## src/rtl/joy_pkg.sv

```systemverilog
// Shared definitions for the joystick conditioning stage: button bit map,
// SOCD mode codes and turbo helpers.
package joy_pkg;

    localparam int JB_RIGHT = 0;
    localparam int JB_LEFT  = 1;
    localparam int JB_DOWN  = 2;
    localparam int JB_UP    = 3;
    localparam int JB_A     = 4;
    localparam int JB_B     = 5;
    localparam int JB_C     = 6;
    localparam int JB_START = 7;
    localparam int JB_MODE  = 8;
    localparam int JB_X     = 9;
    localparam int JB_Y     = 10;
    localparam int JB_Z     = 11;

    typedef logic [11:0] joy_t;

    typedef enum logic [1:0] {
        SOCD_PASS    = 2'd0,
        SOCD_NEUTRAL = 2'd1,
        SOCD_LAST    = 2'd2
    } socd_mode_e;

    // Turbo half-period in frames: 1, 2, 4 or 8.
    function automatic logic [3:0] turbo_half(input logic [1:0] rate);
        return 4'd1 << rate;
    endfunction

    // Spread the 6-bit per-button turbo enable onto the 12-bit button word.
    function automatic joy_t turbo_bits(input logic [5:0] mask);
        joy_t b;
        b        = '0;
        b[JB_A]  = mask[0];
        b[JB_B]  = mask[1];
        b[JB_C]  = mask[2];
        b[JB_X]  = mask[3];
        b[JB_Y]  = mask[4];
        b[JB_Z]  = mask[5];
        return b;
    endfunction

endpackage

```

## src/rtl/joy_conditioner_if.sv

```systemverilog
// Bundle of joystick inputs, shared controls and conditioned outputs between
// the host side (master) and the conditioner (slave).
interface joy_conditioner_if;
    import joy_pkg::*;

    logic       CE;
    logic       VBLANK;
    joy_t       JOY1;
    joy_t       JOY2;
    joy_t       JOY3;
    joy_t       JOY4;
    joy_t       JOY5;
    logic [5:0] TURBO_MASK;
    logic [1:0] TURBO_RATE;
    logic [1:0] SOCD_MODE;
    joy_t       P1;
    joy_t       P2;
    joy_t       P3;
    joy_t       P4;
    joy_t       P5;

    modport master (
        output CE, VBLANK, JOY1, JOY2, JOY3, JOY4, JOY5,
        output TURBO_MASK, TURBO_RATE, SOCD_MODE,
        input  P1, P2, P3, P4, P5
    );

    modport slave (
        input  CE, VBLANK, JOY1, JOY2, JOY3, JOY4, JOY5,
        input  TURBO_MASK, TURBO_RATE, SOCD_MODE,
        output P1, P2, P3, P4, P5
    );

endinterface

```

## src/rtl/joy_cond_lane.sv

```systemverilog
// One player lane: SOCD cleaning on both direction axes, then frame-based
// autofire on the turbo-capable face buttons, then the output register.
module joy_cond_lane
    import joy_pkg::*;
#(
    parameter int CNT_W = 3
) (
    input  logic       clk,
    input  logic       rst_n,
    input  logic       ce_i,
    input  logic       tick_i,
    input  joy_t       joy_i,
    input  logic [5:0] turbo_mask_i,
    input  logic [1:0] turbo_rate_i,
    input  logic [1:0] socd_mode_i,
    output joy_t       p_o
);

    logic [3:0]       dir_q, dir_d;
    // Per axis: 0 = RIGHT/DOWN pressed most recently, 1 = LEFT/UP.
    logic [1:0]       last_q, last_d;
    logic [CNT_W-1:0] cnt_q, cnt_d;
    logic             phase_q, phase_d;
    joy_t             p_q, p_d;

    joy_t             clean;
    joy_t             tmask;
    logic             hold;
    logic [CNT_W:0]   half_m1;

    assign tmask   = turbo_bits(turbo_mask_i);
    assign hold    = |(joy_i & tmask);
    assign half_m1 = (CNT_W+1)'(turbo_half(turbo_rate_i)) - (CNT_W+1)'(1);

    always_comb begin
        dir_d  = joy_i[JB_UP:JB_RIGHT];
        last_d = last_q;
        clean  = joy_i;
        for (int a = 0; a < 2; a++) begin
            case ({joy_i[2*a+1] & ~dir_q[2*a+1], joy_i[2*a] & ~dir_q[2*a]})
                2'b10:        last_d[a] = 1'b1;
                2'b01, 2'b11: last_d[a] = 1'b0;
                default: ;
            endcase
            if (joy_i[2*a] && joy_i[2*a+1]) begin
                case (socd_mode_i)
                    SOCD_PASS: ;
                    SOCD_LAST: begin
                        if (last_d[a]) clean[2*a]   = 1'b0;
                        else           clean[2*a+1] = 1'b0;
                    end
                    default:   clean[2*a +: 2] = 2'b00;
                endcase
            end
        end
    end

    // Terminal test uses >= so a rate drop below the current count ends the
    // half-period on the next tick instead of wrapping the counter.
    always_comb begin
        cnt_d   = cnt_q;
        phase_d = phase_q;
        if (!hold) begin
            cnt_d   = '0;
            phase_d = 1'b1;
        end else if (tick_i) begin
            if ({1'b0, cnt_q} >= half_m1) begin
                cnt_d   = '0;
                phase_d = ~phase_q;
            end else begin
                cnt_d = cnt_q + CNT_W'(1);
            end
        end
    end

    assign p_d = (clean & ~tmask) | (clean & tmask & {12{phase_q}});

    always_ff @(posedge clk or negedge rst_n) begin
        if (!rst_n) begin
            dir_q   <= '0;
            last_q  <= '0;
            cnt_q   <= '0;
            phase_q <= 1'b1;
            p_q     <= '0;
        end else if (ce_i) begin
            dir_q   <= dir_d;
            last_q  <= last_d;
            cnt_q   <= cnt_d;
            phase_q <= phase_d;
            p_q     <= p_d;
        end
    end

    assign p_o = p_q;

endmodule

```

## src/rtl/joy_conditioner.sv

```systemverilog
// Five-player input conditioner feeding the multitap/IO block: reset
// synchroniser, shared VBLANK frame-tick detector and one lane per player.
module joy_conditioner
    import joy_pkg::*;
#(
    parameter int NPLAYERS = 5,
    parameter int CNT_W    = 3
) (
    input  logic CLK,
    input  logic RESET_N,
    joy_conditioner_if.slave bus
);

    logic rst_meta_q;
    logic rst_sync_q;
    logic vbl_q;
    logic tick;
    joy_t joy_arr [NPLAYERS];
    joy_t p_arr   [NPLAYERS];

    // Reset asserts immediately but releases only on a clock edge.
    always_ff @(posedge CLK or negedge RESET_N) begin
        if (!RESET_N) begin
            rst_meta_q <= 1'b0;
            rst_sync_q <= 1'b0;
        end else begin
            rst_meta_q <= 1'b1;
            rst_sync_q <= rst_meta_q;
        end
    end

    always_ff @(posedge CLK or negedge rst_sync_q) begin
        if (!rst_sync_q) begin
            vbl_q <= 1'b0;
        end else if (bus.CE) begin
            vbl_q <= bus.VBLANK;
        end
    end

    assign tick = bus.CE & bus.VBLANK & ~vbl_q;

    assign joy_arr[0] = bus.JOY1;
    assign joy_arr[1] = bus.JOY2;
    assign joy_arr[2] = bus.JOY3;
    assign joy_arr[3] = bus.JOY4;
    assign joy_arr[4] = bus.JOY5;

    generate
        for (genvar gi = 0; gi < NPLAYERS; gi++) begin : g_lane
            joy_cond_lane #(
                .CNT_W (CNT_W)
            ) u_lane (
                .clk          (CLK),
                .rst_n        (rst_sync_q),
                .ce_i         (bus.CE),
                .tick_i       (tick),
                .joy_i        (joy_arr[gi]),
                .turbo_mask_i (bus.TURBO_MASK),
                .turbo_rate_i (bus.TURBO_RATE),
                .socd_mode_i  (bus.SOCD_MODE),
                .p_o          (p_arr[gi])
            );
        end
    endgenerate

    assign bus.P1 = p_arr[0];
    assign bus.P2 = p_arr[1];
    assign bus.P3 = p_arr[2];
    assign bus.P4 = p_arr[3];
    assign bus.P5 = p_arr[4];

endmodule

```

## src/flat_wrapper.sv

```systemverilog
// flat-port wrapper written by rule: the top's interface ports become plain ports
module joy_conditioner_flat import joy_pkg::*;
#(
    parameter int NPLAYERS = 5,
    parameter int CNT_W    = 3
)
  (CLK, RESET_N, bus_CE, bus_VBLANK, bus_JOY1, bus_JOY2, bus_JOY3, bus_JOY4, bus_JOY5, bus_TURBO_MASK, bus_TURBO_RATE, bus_SOCD_MODE, bus_P1, bus_P2, bus_P3, bus_P4, bus_P5);
  joy_conditioner_if bus_i ();
  input  logic CLK;
  input  logic RESET_N;
  input wire logic [$bits(bus_i.CE)-1:0] bus_CE;
  input wire logic [$bits(bus_i.VBLANK)-1:0] bus_VBLANK;
  input wire logic [$bits(bus_i.JOY1)-1:0] bus_JOY1;
  input wire logic [$bits(bus_i.JOY2)-1:0] bus_JOY2;
  input wire logic [$bits(bus_i.JOY3)-1:0] bus_JOY3;
  input wire logic [$bits(bus_i.JOY4)-1:0] bus_JOY4;
  input wire logic [$bits(bus_i.JOY5)-1:0] bus_JOY5;
  input wire logic [$bits(bus_i.TURBO_MASK)-1:0] bus_TURBO_MASK;
  input wire logic [$bits(bus_i.TURBO_RATE)-1:0] bus_TURBO_RATE;
  input wire logic [$bits(bus_i.SOCD_MODE)-1:0] bus_SOCD_MODE;
  output wire logic [$bits(bus_i.P1)-1:0] bus_P1;
  output wire logic [$bits(bus_i.P2)-1:0] bus_P2;
  output wire logic [$bits(bus_i.P3)-1:0] bus_P3;
  output wire logic [$bits(bus_i.P4)-1:0] bus_P4;
  output wire logic [$bits(bus_i.P5)-1:0] bus_P5;
  assign bus_i.CE = bus_CE;
  assign bus_i.VBLANK = bus_VBLANK;
  assign bus_i.JOY1 = bus_JOY1;
  assign bus_i.JOY2 = bus_JOY2;
  assign bus_i.JOY3 = bus_JOY3;
  assign bus_i.JOY4 = bus_JOY4;
  assign bus_i.JOY5 = bus_JOY5;
  assign bus_i.TURBO_MASK = bus_TURBO_MASK;
  assign bus_i.TURBO_RATE = bus_TURBO_RATE;
  assign bus_i.SOCD_MODE = bus_SOCD_MODE;
  assign bus_P1 = bus_i.P1;
  assign bus_P2 = bus_i.P2;
  assign bus_P3 = bus_i.P3;
  assign bus_P4 = bus_i.P4;
  assign bus_P5 = bus_i.P5;
  joy_conditioner #(.NPLAYERS(NPLAYERS), .CNT_W(CNT_W)) u_core (.CLK(CLK), .RESET_N(RESET_N), .bus(bus_i));
endmodule
```

## config.mk

```make
export PLATFORM = sky130hd
export DESIGN_NAME = joy_conditioner_flat
export DESIGN_NICKNAME = d
export VERILOG_FILES = /design/src/rtl/joy_pkg.sv /design/src/rtl/joy_conditioner_if.sv /design/src/rtl/joy_cond_lane.sv /design/src/rtl/joy_conditioner.sv /design/src/flat_wrapper.sv
export SDC_FILE = /design/constraint.sdc
export NUM_CORES = 1
export LEC_CHECK = 0
export BUFFER_PORTS_ARGS = -buffer_cell sky130_fd_sc_hd__buf_2
export CORE_ASPECT_RATIO = 2
export CORE_MARGIN = 2
export CORE_UTILIZATION = 49
export DETAILED_ROUTE_END_ITERATION = 8
export MAX_ROUTING_LAYER = met4
export PLACE_DENSITY = 0.77
export SYNTH_ARGS = -nofsm -noshare
export SYNTH_HDL_FRONTEND = slang
export SYNTH_SLANG_ARGS = --single-unit
```

## constraint.sdc

```tcl
create_clock -name CLK -period 3.1 [get_ports CLK]
set_input_delay 0.155 -clock CLK [delete_from_list [all_inputs] [get_ports CLK]]
set_output_delay 0.155 -clock CLK [all_outputs]
set_load 0.01 [all_outputs]
```

; Word-level counts from Yosys, hierarchy flattened
; Cells that the tools add are included.
[classes]
addsub = 6
magnitude_cmp = 5
eq_ne = 41
n_shift = 1
mux = 80
bitwise_logic = 74
reduce_logical = 36
[op_table]
columns = operator, n
row1 = 12-bit bitwise AND, 20
row2 = 12-bit bitwise OR, 5
row3 = 12-bit OR reduction, 5
row4 = 3-bit two-way mux, 15
row5 = 2-bit equality test (second input constant), 21
row6 = 2-bit case mux with 2 select lines, 10
row7 = 1-bit two-way mux, 35
row8 = 1-bit NOT, 26
row9 = 1-bit bitwise AND, 22
row10 = 2-bit by 1-bit equality test with 1-bit output (second input constant), 10
row11 = 3-bit by 4-bit >= comparator with 1-bit output, 5
row12 = 2-bit two-way mux, 10
row13 = 1-bit case mux with 2 select lines, 10
row14 = 2-bit OR reduction, 10
row15 = 2-bit by 1-bit != test with 1-bit output (second input constant), 8
row16 = 3-bit by 1-bit adder with 3-bit output (second input constant), 5
row17 = 3-bit AND reduction, 5
row18 = 12-bit NOT, 1
row19 = 1-bit logical AND, 10
row20 = 2-bit AND reduction, 5
row21 = 2-bit != test (second input constant), 2
row22 = 1-bit by 2-bit left shift with 4-bit output (first input constant), 1
row23 = 4-bit by 1-bit subtractor with 4-bit output (second input constant), 1
row24 = 2-bit logical NOT, 1
[totals]
regBits = 113
output_inout_bits = 60
word_cells = 271

; Logic depth before layout (Yosys ltp)
[logic_depth]
word_depth = 11
mapped_depth = 6
ltp_nobuf = 6

; By module
; Synthesis repeated with hierarchy kept, for this count alone.
[unflattened]
cells_unflattened = 586
hier_area_um2 = 5984.5
[modules_own_cells]
columns = mod, n_inst, cells_per_inst, area_each_um2, seq_area_each_um2
row1 = joy_cond_lane, 5, 116, 1176.1, 551.8
row2 = joy_conditioner, 1, 6, 103.8, 75.1

; Worst setup path before layout
; Ideal clock, no wire load.
[synth_path]
path_type = input -> register
from = input bus_TURBO_RATE[1]
to = register u_core.g_lane[0].u_lane.cnt_q[2]
setup_time_ns = 0.126
t_arrival_ns = 1.495
required_ns = 2.974
setup_slack_ns = 1.479
stages = 6
cell_sequence = or2_2 > ha_1 > nor2b_1 > o21ai_0 > nor2_1 > a221o_1
[synth_between]
elab_chain_cells = 6
[synth_lines]
columns = item, line_no
row1 = "start, declared", flat_wrapper.sv:19  ; input wire logic [$bits(bus_i.TURBO_RATE)-1:0] bus_TURBO_RATE;
row2 = 1-bit by 2-bit left shift with 4-bit output, joy_pkg.sv:28  ; return 4'd1 << rate;
row3 = 4-bit by 1-bit subtractor with 4-bit output, joy_cond_lane.sv:33  ; assign half_m1 = (CNT_W+1)'(turbo_half(turbo_rate_i)) - (CNT_W+1)'(1);
row4 = 3-bit by 4-bit >= comparator with 1-bit output, joy_cond_lane.sv:67  ; if ({1'b0, cnt_q} >= half_m1) begin
row5 = 3-bit two-way mux, joy_cond_lane.sv:67
row6 = 3-bit two-way mux, joy_cond_lane.sv:66  ; end else if (tick_i) begin
row7 = 3-bit two-way mux, joy_cond_lane.sv:63  ; if (!hold) begin
row8 = "end signal, assigned", joy_cond_lane.sv:88  ; cnt_q <= cnt_d;
row9 = "end, declared", joy_cond_lane.sv:22  ; logic [CNT_W-1:0] cnt_q, cnt_d;
; No other way between the ends. The select of a mux whose other input is x is not followed.
; A chain may end at the register's enable or synchronous reset.

; Worst setup path in the final report
[layout_path]
from = register u_core.g_lane[0].u_lane.cnt_q[0]
to = register u_core.g_lane[0].u_lane.cnt_q[2]
[layout_between]
elab_chain_cells = 4
[layout_lines]
columns = item, line_no
row1 = 3-bit by 4-bit >= comparator with 1-bit output / 3-bit by 1-bit adder with 3-bit output (equally long branches), "joy_cond_lane.sv:67, joy_cond_lane.sv:71"
row2 = 3-bit two-way mux *, joy_cond_lane.sv:67
row3 = 3-bit two-way mux *, joy_cond_lane.sv:66
row4 = 3-bit two-way mux *, joy_cond_lane.sv:63
; Mark *: on every way between the ends. The rest lies on a longest branch, timed or not. The select of a mux whose other input is x is not followed.

==> qor.yml <==
result_of_the_run: "completed"
fraction_of_registers_with_async_set_reset: 1.00
top_library_cells_by_usage_in_the_layout_fill_and_taps_aside: "buf_2 (132), dfrtp_1 (107), inv_1 (55), o21ai_0 (47), dlygate4sd3_1 (31)"
synthToLayoutAreaGrowth_pct: 30.0
drt_pre_antenna_iters: 5
route.antenna.remaining_nets: 0
postLayoutCellArea_mm2: 0.00733
io-pin-count: 134
syn-mean-instance-area_um2: 10.6
track_usage: 0.263
cp_data_arrival_time_ns: 2.09
regArea_mm2: 0.00284
tritoncts.num_buffers: 17
post-synth-top-area-fraction: 0.479
route.final.wire_length_mm: 15.2
portBuffers: 133
layout_min_cycle_time_ns: 1.81
initialDrtViolationCount: 266
power.static_leakage_nw: 3.45
grt_pass1_vias: 5206
finalWorstSetupSlack_ns: 1.29
grt_start_max_net_pins: 75
power_density_mw_per_mm2: 717
antenna_violations_before_repair: 0
place_area_mm2: 0.00637
timing_worst_slew_pin_value_ns: 0.898
hpwl_mm: 10.7
layout.cells.most_common: "buf_2"
tns_ns: 0
critPathKind: "flop to flop"
netlist.top_cell.by_area: "dfrtp_1"
synth.top_cells.by_area: "dfrtp_1 (48%), ha_1 (4.4%), mux2_2 (4.2%), o21ai_0 (4.2%), o211ai_1 (4.0%)"
initial_utilization: 0.500
netlist-cell-type-count: 55
antenna_cells: 0
count_of_flip_flops_with_a_built_in_enable_after_synthesis: 0
avgRoutedWirePerCell_um: 18.0
postSynthCellCount: 530
avgViaCountPerCell: 5.75
floorplan.core_area_mm2: 0.0113
timing.critical_path.from_type: "flop"
clkTransAtPathRegs_ns: 0.06
ys.warnings.count: 0
cts_resized: 0
unrepaired_setup_endpoints_after_global_routing: "false"
detailedPlace.worstSlack_ns: 1.09
fp.dieW_um: 79.9
drv_cap: 0
fin_nets: 783
clkSinkCount: 113
fillCellCount: 899
cp_data_required_time_ns: 3.38
grt_pass1_wl_mm: 24.6
crit_fanout: 4
fmax_ghz: 0.553
remaining_drc_errors: 0
num_rows: 55
tritoncts_clock_tree: "yes"
finalHoldViolations: 0
synth-seq-area-share: 0.502
synth_fp_nets: 624
netlist_area_mm2: 0.00564
cts_max_path_buffers: 2
overflow: 0
die_area_mm2: 0.0124
multi_input_area_mm2: 0.00244
drv_slew: 0
setup_violations: 0
ys_seq_elements: 113
final.setup_skew_ns: 0.00987
power.ir.vdd_worst_mv: 0.578
gp_congestion: 0.865
clock_latency_ns: 0.40
ys_dominant_reg_cell: "dfrtp_1"
share_of_the_clock_period_used_by_the_worst_path: 0.583
slew_headroom: 0.401
vias: 4856
clk_root_buffer_cell: "clkbuf_16"
holdCritPathClass: "input pin to flop"
end_kind: "flop"
proportion_of_layout_cells_with_a_drive_suffix_above_1: 0.325
htree_levels: 4
die-height_um: 156
[synthesized netlist by cell type, types with 2 or more instances]
master / n
nand2b_1: 4
nor4_1: 3
mux2_2: 21
o41ai_2: 2
dfstp_2: 5
a211oi_1: 2
nor2_1: 4
buf_1: 4
o31ai_1: 5
mux2i_1: 10
o21a_1: 3
dfrtp_1: 108
a22o_1: 2
nand3_1: 4
and3_2: 2
a31oi_1: 21
ha_1: 20
a41oi_1: 2
clkbuf_1: 8
o221a_2: 10
buf_6: 3
a221o_1: 3
inv_1: 55
a22oi_1: 12
a32o_1: 3
o21ai_0: 47
nand2_1: 26
buf_4: 4
o2bb2ai_1: 10
o21bai_1: 10
a21oi_1: 27
buf_2: 10
o211ai_1: 30
or2_2: 11
o21ai_1: 2
nor2b_1: 18
[metal layers]
layer	track usage	part of all wire
met4	0.143	0.042
met3	0.0613	0.048
met1	0.264	0.37
met5	-	0
met2	0.460	0.54
[metrics by stage]
step | total power, mW | instances | hold slack [ns] | utilization
2_1_floorplan | 2.68 | 530 | -0.141 | -
3_3_place_gp | 3.02 | 781 | -0.0600 | 0.565
3_5_place_dp | 3.09 | 781 | -0.0576 | 0.565
4_1_cts | 5.29 | 844 | 0.00959 | 0.650
5_1_grt | 5.53 | 844 | 0.0218 | 0.650
6_report | 5.26 | 844 | 0.0204 | 0.650
[flip-flops by register name (all words and copies together), names as in the netlist]
register,count
u_core.g_lane.u_lane.cnt_q,15
u_core.g_lane.u_lane.dir_q,20
u_core.g_lane.u_lane.last_q,10
u_core.g_lane.u_lane.p_o,60
u_core.g_lane.u_lane.phase_q,5
u_core.rst_meta_q,1
u_core.rst_sync_q,1
u_core.vbl_q,1
[logic make-up after synthesis]
| kind of cell | share of synthesized area |
|---|---|
| fa+ha+maj | 0.0443 |
| flops | 0.502 |
| compound gates | 0.245 |
| buf+inv | 0.0661 |
| simple gates | 0.0820 |
| mux | 0.0596 |
| other cells | 0.000665 |
[final cells by class]
cell class | instances | area share
clock buffers | 19 | 0.0604
well taps | 142 | 0.0242
repair buffers | 169 | 0.139
clock inverters | 13 | 0.0285
flip-flops and latches | 113 | 0.387
inverters | 57 | 0.0292
multi-input cells | 331 | 0.332
[power by group]
part	switching [mW]	total [mW]	leakage, nW	internal [mW]
combinational	0.578	1.08	1.76	0.498
sequential	0.278	2.04	1.37	1.76
clock	0.695	2.14	0.310	1.45
[path summary, 6_finish.rpt]
kind | from | to | slack [ns] | depth (start not counted)
min | bus_JOY4[5] | u_core.g_lane[3].u_lane.p_o[5] | 0.02 | 3
min in group asynchronous | RESET_N | u_core.rst_sync_q | 0.06 | 2
max reg2reg | u_core.g_lane[0].u_lane.cnt_q[0] | u_core.g_lane[0].u_lane.cnt_q[2] | 1.29 | 6
min reg2reg | u_core.rst_meta_q | u_core.rst_sync_q | 0.35 | 0
max in group asynchronous | u_core.rst_sync_q | u_core.g_lane[4].u_lane.phase_q | 1.75 | 1
max | u_core.g_lane[0].u_lane.cnt_q[0] | u_core.g_lane[0].u_lane.cnt_q[2] | 1.29 | 6
[repair_timing]
action	CTS	global route
setup endpoints to repair	0	0
setup buffers	0	0
hold buffers	31	0
endpoints found under the hold margin	32	0
[critical path: stages, from the launching register on]
cell and delay (ns):
dfrtp_1 0.42, inv_1 0.06, ha_1 0.28, nor2b_1 0.05
o21ai_0 0.41, nor2_1 0.14, a221o_1 0.32
(Power assumes the default switching activity.)
